`src/rtl/wb_seq_reader_if.sv`:
```
// Wishbone classic bus bundle shared by a master and a slave.
// clk/rst ride along so a bus-side slave model can use the same timing references.
interface wshb_if (
   input logic clk,
   input logic rst
);
   logic [31:0] adr;
   logic [31:0] dat_ms;
   logic [31:0] dat_sm;
   logic [3:0]  sel;
   logic        stb;
   logic        we;
   logic        cyc;
   logic        ack;
   logic        err;
   logic        rty;
   logic [2:0]  cti;
   logic [1:0]  bte;

   modport master (
      output adr, dat_ms, sel, stb, we, cyc, cti, bte,
      input  dat_sm, ack, err, rty
   );

   modport slave (
      input  clk, rst, adr, dat_ms, sel, stb, we, cyc, cti, bte,
      output dat_sm, ack, err, rty
   );
endinterface

```
`src/rtl/wb_seq_reader.sv`:
```
// Wishbone block reader: fetches len words starting at base_adr, one request at a time,
// and streams them out of an internal first-word-fall-through FIFO.
module wb_seq_reader #(
   parameter int LEN_WIDTH  = 16,
   parameter int FIFO_DEPTH = 16
) (
   input  logic                 clk,
   input  logic                 rst,
   wshb_if.master               wb_m,
   input  logic                 start,
   input  logic [31:0]          base_adr,
   input  logic [LEN_WIDTH-1:0] len,
   output logic                 busy,
   output logic                 done,
   output logic                 error,
   output logic [31:0]          out_data,
   output logic                 out_valid,
   input  logic                 out_ready,
   output logic [1:0]           dbg_state
);

   localparam int AW = (FIFO_DEPTH > 1) ? $clog2(FIFO_DEPTH) : 1;
   localparam int CW = AW + 1;

   typedef enum logic [1:0] {
      S_IDLE = 2'd0,
      S_GAP  = 2'd1,
      S_REQ  = 2'd2
   } state_e;

   state_e               state_q, state_d;
   logic [31:0]          cur_adr_q, cur_adr_d;
   logic [LEN_WIDTH-1:0] remaining_q, remaining_d;
   logic                 cyc_q, cyc_d;
   logic                 done_q, done_d;
   logic                 error_q, error_d;
   logic [AW-1:0]        wr_ptr_q, wr_ptr_d;
   logic [AW-1:0]        rd_ptr_q, rd_ptr_d;
   logic [CW-1:0]        fifo_count_q, fifo_count_d;
   logic [31:0]          mem_q [FIFO_DEPTH];
   logic                 push;
   logic                 pop;

   always_comb begin
      state_d     = state_q;
      cur_adr_d   = cur_adr_q;
      remaining_d = remaining_q;
      done_d      = 1'b0;
      error_d     = error_q;
      push        = 1'b0;

      case (state_q)
         S_IDLE: begin
            if (start) begin
               error_d = 1'b0;
               if (len == '0) begin
                  done_d = 1'b1;
               end else begin
                  cur_adr_d   = base_adr & 32'hFFFF_FFFC;
                  remaining_d = len;
                  state_d     = S_GAP;
               end
            end
         end
         S_GAP: begin
            // Only one request is ever outstanding, so space now means space at ack time.
            if (fifo_count_q < CW'(FIFO_DEPTH)) state_d = S_REQ;
         end
         S_REQ: begin
            if (wb_m.err) begin
               error_d = 1'b1;
               done_d  = 1'b1;
               state_d = S_IDLE;
            end else if (wb_m.ack) begin
               push        = 1'b1;
               cur_adr_d   = cur_adr_q + 32'd4;
               remaining_d = remaining_q - LEN_WIDTH'(1);
               if (remaining_q == LEN_WIDTH'(1)) begin
                  done_d  = 1'b1;
                  state_d = S_IDLE;
               end else begin
                  state_d = S_GAP;
               end
            end else if (wb_m.rty) begin
               state_d = S_GAP;
            end
         end
         default: state_d = S_IDLE;
      endcase

      cyc_d = (state_d == S_REQ);

      pop      = (fifo_count_q != '0) && out_ready;
      wr_ptr_d = push ? wr_ptr_q + AW'(1) : wr_ptr_q;
      rd_ptr_d = pop  ? rd_ptr_q + AW'(1) : rd_ptr_q;
      case ({push, pop})
         2'b10:   fifo_count_d = fifo_count_q + CW'(1);
         2'b01:   fifo_count_d = fifo_count_q - CW'(1);
         default: fifo_count_d = fifo_count_q;
      endcase
   end

   always_ff @(posedge clk) begin
      if (rst) begin
         state_q      <= S_IDLE;
         cur_adr_q    <= '0;
         remaining_q  <= '0;
         cyc_q        <= 1'b0;
         done_q       <= 1'b0;
         error_q      <= 1'b0;
         wr_ptr_q     <= '0;
         rd_ptr_q     <= '0;
         fifo_count_q <= '0;
      end else begin
         state_q      <= state_d;
         cur_adr_q    <= cur_adr_d;
         remaining_q  <= remaining_d;
         cyc_q        <= cyc_d;
         done_q       <= done_d;
         error_q      <= error_d;
         wr_ptr_q     <= wr_ptr_d;
         rd_ptr_q     <= rd_ptr_d;
         fifo_count_q <= fifo_count_d;
      end
   end

   // Storage needs no reset; the pointers define what is valid.
   always_ff @(posedge clk) begin
      if (push) mem_q[wr_ptr_q] <= wb_m.dat_sm;
   end

   assign wb_m.adr    = cur_adr_q;
   assign wb_m.cyc    = cyc_q;
   assign wb_m.stb    = cyc_q;
   assign wb_m.we     = 1'b0;
   assign wb_m.sel    = 4'hF;
   assign wb_m.cti    = 3'b000;
   assign wb_m.bte    = 2'b00;
   assign wb_m.dat_ms = 32'd0;

   assign busy      = (state_q != S_IDLE);
   assign done      = done_q;
   assign error     = error_q;
   assign out_valid = (fifo_count_q != '0);
   assign out_data  = mem_q[rd_ptr_q];
   assign dbg_state = state_q;

endmodule
```
`src/flat_wrapper.sv`:
```
// flat-port wrapper written by rule: the top's interface ports become plain ports
module wb_seq_reader_flat 
#(
   parameter int LEN_WIDTH  = 16,
   parameter int FIFO_DEPTH = 16
)
  (clk, rst, start, base_adr, len, busy, done, error, out_data, out_valid, out_ready, dbg_state, wb_m_adr, wb_m_dat_ms, wb_m_sel, wb_m_stb, wb_m_we, wb_m_cyc, wb_m_cti, wb_m_bte, wb_m_dat_sm, wb_m_ack, wb_m_err, wb_m_rty);
  wshb_if wb_m_i (.clk(clk), .rst(rst));
  input  logic clk;
  input  logic rst;
  input  logic start;
  input  logic [31:0] base_adr;
  input  logic [LEN_WIDTH-1:0] len;
  output logic busy;
  output logic done;
  output logic error;
  output logic [31:0] out_data;
  output logic out_valid;
  input  logic out_ready;
  output logic [1:0] dbg_state;
  output wire logic [$bits(wb_m_i.adr)-1:0] wb_m_adr;
  output wire logic [$bits(wb_m_i.dat_ms)-1:0] wb_m_dat_ms;
  output wire logic [$bits(wb_m_i.sel)-1:0] wb_m_sel;
  output wire logic [$bits(wb_m_i.stb)-1:0] wb_m_stb;
  output wire logic [$bits(wb_m_i.we)-1:0] wb_m_we;
  output wire logic [$bits(wb_m_i.cyc)-1:0] wb_m_cyc;
  output wire logic [$bits(wb_m_i.cti)-1:0] wb_m_cti;
  output wire logic [$bits(wb_m_i.bte)-1:0] wb_m_bte;
  input wire logic [$bits(wb_m_i.dat_sm)-1:0] wb_m_dat_sm;
  input wire logic [$bits(wb_m_i.ack)-1:0] wb_m_ack;
  input wire logic [$bits(wb_m_i.err)-1:0] wb_m_err;
  input wire logic [$bits(wb_m_i.rty)-1:0] wb_m_rty;
  assign wb_m_adr = wb_m_i.adr;
  assign wb_m_dat_ms = wb_m_i.dat_ms;
  assign wb_m_sel = wb_m_i.sel;
  assign wb_m_stb = wb_m_i.stb;
  assign wb_m_we = wb_m_i.we;
  assign wb_m_cyc = wb_m_i.cyc;
  assign wb_m_cti = wb_m_i.cti;
  assign wb_m_bte = wb_m_i.bte;
  assign wb_m_i.dat_sm = wb_m_dat_sm;
  assign wb_m_i.ack = wb_m_ack;
  assign wb_m_i.err = wb_m_err;
  assign wb_m_i.rty = wb_m_rty;
  wb_seq_reader #(.LEN_WIDTH(LEN_WIDTH), .FIFO_DEPTH(FIFO_DEPTH)) u_core (.clk(clk), .rst(rst), .wb_m(wb_m_i), .start(start), .base_adr(base_adr), .len(len), .busy(busy), .done(done), .error(error), .out_data(out_data), .out_valid(out_valid), .out_ready(out_ready), .dbg_state(dbg_state));
endmodule
```
`config.mk`:
```
export PLATFORM = sky130hd
export DESIGN_NAME = wb_seq_reader_flat
export DESIGN_NICKNAME = d
export VERILOG_FILES = /design/src/rtl/wb_seq_reader_if.sv /design/src/rtl/wb_seq_reader.sv /design/src/flat_wrapper.sv
export SDC_FILE = /design/constraint.sdc
export NUM_CORES = 1
export LEC_CHECK = 0
export ABC_CLOCK_PERIOD_IN_PS = 6000
export CORE_UTILIZATION = 30
export CTS_CLUSTER_DIAMETER = 80
export DETAILED_ROUTE_END_ITERATION = 10
export DONT_BUFFER_PORTS = 1
export MAX_ROUTING_LAYER = met4
export PLACE_DENSITY_LB_ADDON = 0.25
export SLEW_MARGIN = 20
export SYNTH_ARGS = -nofsm -noshare
export SYNTH_HDL_FRONTEND = slang
export SYNTH_SLANG_ARGS = --single-unit
```
`constraint.sdc`:
```
create_clock -name clk -period 6 [get_ports clk]
set_clock_uncertainty 0.15 [all_clocks]
set_input_delay 1.2 -clock clk [delete_from_list [all_inputs] [get_ports clk]]
set_output_delay 1.2 -clock clk [all_outputs]
set_load 0.1 [all_outputs]
```
==> impl_metrics.json, run 1 <==
{
  "final_antenna_net_count": 0,
  "rows": 102,
  "yosysSeqAreaShare_pct": 71.0,
  "cts_tree": "yes",
  "fin_crit_sh_pct": 78.2,
  "initialDrtViolationCount": 920,
  "insertion_delay_ns": 0.59,
  "finalHoldViolations": 0,
  "p_sw_mw": 2.20,
  "place_inst": 2307,
  "synthCells": 1304,
  "final_util_pct": 34.9,
  "synth-seq-cells": 580,
  "syn_area_per_cell_sq_um": 18.1,
  "synth_ff_type": "edfxtp_1",
  "clockBufferDepth": 3,
  "layout_commonest_cell": "edfxtp_1",
  "num_vias": 12107,
  "slew_violations": 0,
  "stdcell_count": 2426,
  "vias_per_cell": 4.99,
  "gp_congestion": 0.801,
  "max-vdd-ir-drop_mv": 0.172,
  "fin_area_sq_um": 27100,
  "tns_ns": 0,
  "final_cell_mix": "512 x edfxtp_1, 160 x mux4_2, 68 x clkbuf_16",
  "finalWorstSetupSlack_ns": 1.31,
  "r2r_start": "u_core.dbg_state[1]",
  "clockRootBuffer": "clkbuf_16",
  "swShare_pct": 24.1,
  "cts_max_level": 3,
  "initial_core_util_pct": 30.4,
  "io_pins": 201,
  "antenna_cells": 0,
  "netlist_area_sq_um": 23600,
  "min_period_ns": 4.69,
  "yosysWarnings": 0,
  "max-slew-margin-rel_pct": 23.6,
  "dr.pass1.iters": 5,
  "hold_buffers": 0,
  "p_clk_share_pct": 43.6,
  "endpoint_kind": "output pin",
  "wl_per_cell_um": 23.8,
  "cts_resized": 0,
  "dpl_worst_slack_ns": 1.82,
  "grt_max_degree": 67,
  "cellLeakagePower_nw": 8.25,
  "max_freq_mhz": 213,
  "hold_slack_ns": 0.325,
  "worstSetupPathType": "reg2out",
  "setup_viol": 0,
  "antenna_found_initial": 0,
  "portBuffers": 0,
  "drc": 0,
  "power_density_nw_per_um2": 337,
  "power_mw": 9.13,
  "worstHoldPathCells": 2,
  "grt_pass1_vias": 12492,
  "sequentialPowerShare_pct": 50.3,
  "worstHoldStart": "u_core.remaining_q[7]",
  "placed_area_sq_um": 24900,
  "required_ns": 4.65,
  "drt-total-wl_um": 57800,
  "areaGrowthSynthToFinish_pct": 15.0,
  "die_h_um": 282,
  "drive_gt1_share_pct": 24.3,
  "nNetsFinal": 1434,
  "hp-class": "reg2reg",
  "tightest_slew_ns": 1.14,
  "grt_setup_unrepaired": "false",
  "synth.distinct_cells": 67,
  "path_clk_slew_ns": 0.05,
  "status": "finished clean",
  "async_flop_share_pct": 0,
  "combinationalPowerShare_pct": 6.1,
  "r2r_cells": 11,
  "cp-start-kind": "flop",
  "coreArea_sq_um": 77600,
  "cts_setup_buffers": 0,
  "cts-buffers-inserted": 67,
  "internal_power_mw": 6.93,
  "gr-total-overflow": 0,
  "grtUsageTotal_pct": 15.1,
  "die_w_um": 282,
  "clock_sinks": 580,
  "die_area_sq_um": 79700,
  "grt_pass1_wl_um": 84800,
  "dp.final_hpwl_um": 32300,
  "cp_max_fo": 38,
  "synth_edf_count": 512,
  "cp.arrival_ns": 3.34,
  "max_cap_violations": 0
}
[worst max-delay path, stage by stage, from the launching register on]
cell and delay, ns:
dfxtp_4 0.94, buf_4 0.43, mux4_2 0.54, mux4_2 0.77
[state kept, by name, indices dropped and copies added, names as in the netlist, 2 cells and up, named ones only]
name	count
u_core.fifo_count_q	5
u_core.mem_q	512
u_core.wr_ptr_q	4
u_core.wb_m.adr	30
u_core.remaining_q	16
u_core.rd_ptr_q	4
u_core.dbg_state	2
[layer usage]
layer	wire, um	part of all wire, %	GRT usage, %	vias to the layer above
li1	-	-	-	5318
met1	25100	43	19.4	6353
met2	27800	48	23.7	356
met3	3910	6.8	4.03	80
met4	1000	1.7	3.73	0
met5	0	0	-	-
[kinds of logic (layout without fill, tap and decap cells)]
kind of cell	count (synthesis)	count (layout)	share of synthesized area (%)
muxes	166	166	15.6
DFF	580	580	71.0
buffers and inverters	131	171	2.94
and+or+nand+nor	232	232	4.86
other	2	44	0.0319
adders and majority gates	11	11	0.584
xor gates and xnor gates	8	8	0.297
AOI/OAI and AO/OA	174	174	4.72
[cells in the mapped netlist, types with 7 or more instances]
master      n  area, sq um
a31oi_1    10         62.6
dfxtp_1    68         1360
a21oi_1    54          270
nor2_1     62          233
nor3_1     18         90.1
nand2_1    66          248
a211oi_1   11         82.6
edfxtp_1  512        15400
nor4_1      9         56.3
clkbuf_1   48          180
o21ai_0    36          180
buf_2      21          105
buf_1       8         30.0
xor2_1      7         61.3
nand3_1    17         85.1
ha_1       11          138
o22ai_1     8         50.1
buf_4      46          345
and4_1      7         61.3
nand4_1    14         87.6
nor3b_1     7         52.6
o31ai_1    10         75.1
mux4_2    160         3600
a21o_1      7         52.6
[power by group through the flow]
stage	logic, mW	clock network [mW]	registers [mW]
2_1_floorplan	0.473	0	4.69
3_3_place_gp	0.556	0	4.67
3_5_place_dp	0.559	0	4.67
4_1_cts	0.560	4.10	4.59
5_1_grt	0.593	4.24	4.59
6_report	0.556	3.98	4.59
[area by class of cell]
cell class              count  area (sq um)
fillers                  7425         50500
flip-flops and latches    580         16700
multi-input cells         635          6440
clock buffers              81          1750
well taps                1040          1300
repair buffers             45           420
clock inverters            38           414
inverters                   7          26.3
[final timing paths]
path                            endpoint  slack (ns)
setup / recovery             out_data[4]        1.31
hold / removal     u_core.remaining_q[7]        0.32
setup reg to reg  u_core.fifo_count_q[4]        2.52
hold reg to reg    u_core.remaining_q[7]        0.32
Note: power is estimated with default switching activity, not from simulation.
==> run 2, diff against run 1 <==
- ABC_CLOCK_PERIOD_IN_PS: 6000 -> 4430
- clock period: 6 -> 4.43 ns (I/O delays scaled with it)
==> impl_metrics.json, run 2 (synthesized netlist as in run 1, its figures left out) <==
{
  "status": "finished clean",
  "die_h_um": 282,
  "rows": 102,
  "drt-total-wl_um": 57000,
  "cts-buffers-inserted": 61,
  "fin_area_sq_um": 27100,
  "cp-start-kind": "flop",
  "max-vdd-ir-drop_mv": 0.343,
  "final_util_pct": 34.9,
  "grtUsageTotal_pct": 14.8,
  "max_cap_violations": 0,
  "cts_setup_buffers": 0,
  "r2r_slack_ns": 1.29,
  "final_antenna_net_count": 0,
  "setup_viol": 0,
  "cpPeakStageDelay_ns": 0.80,
  "io_pins": 201,
  "required_ns": 3.39,
  "top_register": "u_core.mem_q",
  "fin_crit_sh_pct": 91.8,
  "final_cell_mix": "512 x edfxtp_1, 160 x mux4_2, 66 x nand2_1",
  "portBuffers": 0,
  "areaGrowthSynthToFinish_pct": 14.9,
  "antenna_found_initial": 0,
  "cts_tree": "yes",
  "endpoint_kind": "output pin",
  "path_cells": "buf_12 -> mux4_2 -> mux4_2",
  "insertion_delay_ns": 0.62,
  "grt_setup_unrepaired": "false",
  "crit_family": "multiplexers",
  "wl_per_cell_um": 23.4,
  "vias_per_cell": 4.96,
  "slew_violations": 0,
  "clock_sinks": 580,
  "wl_met1_um": 23200,
  "fillers": 7451,
  "cp.arrival_ns": 3.03,
  "cellLeakagePower_nw": 8.23,
  "worstSetupPathType": "reg2out",
  "min_period_ns": 4.07,
  "power_mw": 11.8,
  "max-slew-margin-rel_pct": 29.6,
  "drive_gt1_share_pct": 24.9,
  "dr.pass1.iters": 5,
  "tightest_slew_ns": 1.06,
  "die_area_sq_um": 79700,
  "num_vias": 12105,
  "cp_max_fo": 31,
  "finalHoldViolations": 0,
  "largest_reg_flops": 512,
  "dp.final_hpwl_um": 31900,
  "grt_pass1_wl_um": 84000,
  "nNetsFinal": 1450,
  "initialDrtViolationCount": 873,
  "gp_congestion": 0.796,
  "cts_resized": 0,
  "grt_max_degree": 80,
  "hp-class": "in2reg",
  "layout_commonest_cell": "edfxtp_1",
  "tns_ns": 0,
  "wl_met3_um": 3830,
  "power_density_nw_per_um2": 436,
  "cts_max_level": 2,
  "initial_core_util_pct": 30.4,
  "max_freq_mhz": 246,
  "highest_layer": "met4",
  "placed_area_sq_um": 25200,
  "die_w_um": 282,
  "drc": 0,
  "clockRootBuffer": "clkbuf_16",
  "cp_num_buf_inv": 1,
  "coreArea_sq_um": 77600,
  "slowest_stage": "mux4_2",
  "clockBufferDepth": 3,
  "antenna_cells": 0,
  "grt_pass1_vias": 12605,
  "path_clk_slew_ns": 0.06,
  "gr-total-overflow": 0,
  "wl_met2_um": 28800,
  "cpMostUsedCell": "mux4_2",
  "hold_buffers": 0
}
[run 2: changes by cell type in the layout (fill, tap and decap cells not counted), moves of 4 or more]
| cell | previous run | this run |
|---|---|---|
| nor3_2 | 4 | 0 |
| clkbuf_16 | 68 | 61 |
| buf_4 | 39 | 56 |
| buf_12 | 5 | 11 |
| nor3_4 | 0 | 4 |
| bufinv_16 | 6 | 2 |
[run 2: final timing paths]
check,depth (start not counted),end,start
worst max-delay path,3,out_data[3],flop
worst min-delay path,1,u_core.wb_m.adr[28],rst
worst min register to register,2,u_core.remaining_q[11],u_core.remaining_q[11]
worst max register to register,10,u_core.fifo_count_q[4],u_core.fifo_count_q[1]
[run 2: through the flow]
step | setup slack [ns] | instances | hold slack, ns
after global placement | 0.945 | 2329 | 0.295
after detailed placement | 0.931 | 2329 | 0.321
after global routing | 0.163 | 2442 | 0.133
after floorplan | 0.396 | 1346 | 0.284
final | 0.363 | 2442 | 0.171
after CTS | 0.229 | 2442 | 0.127
[run 2: where the power goes]
group,internal (mW),switching (mW)
Combinational,0.227,0.699
Clock,2.66,2.16
Sequential,5.99,0.0810
[run 2: per-layer routing]
metal / global-route usage (%) / vias up
met5: - / -
met4: 4.01 / 0
li1: - / 5333
met3: 3.40 / 78
met1: 18.0 / 6375
met2: 24.8 / 319
[run 2: layout make-up]
| type | instances | area [sq um] | share of cell area [%] |
|---|---|---|---|
| multi-input combinational | 635 | 6470 | 23.9 |
| clock buffer | 75 | 1580 | 5.83 |
| tap | 1040 | 1300 | 4.81 |
| inverter | 7 | 26.3 | 0.0970 |
| timing repair buffer | 67 | 641 | 2.37 |
| sequential | 580 | 16700 | 61.8 |
| clock inverter | 38 | 315 | 1.16 |
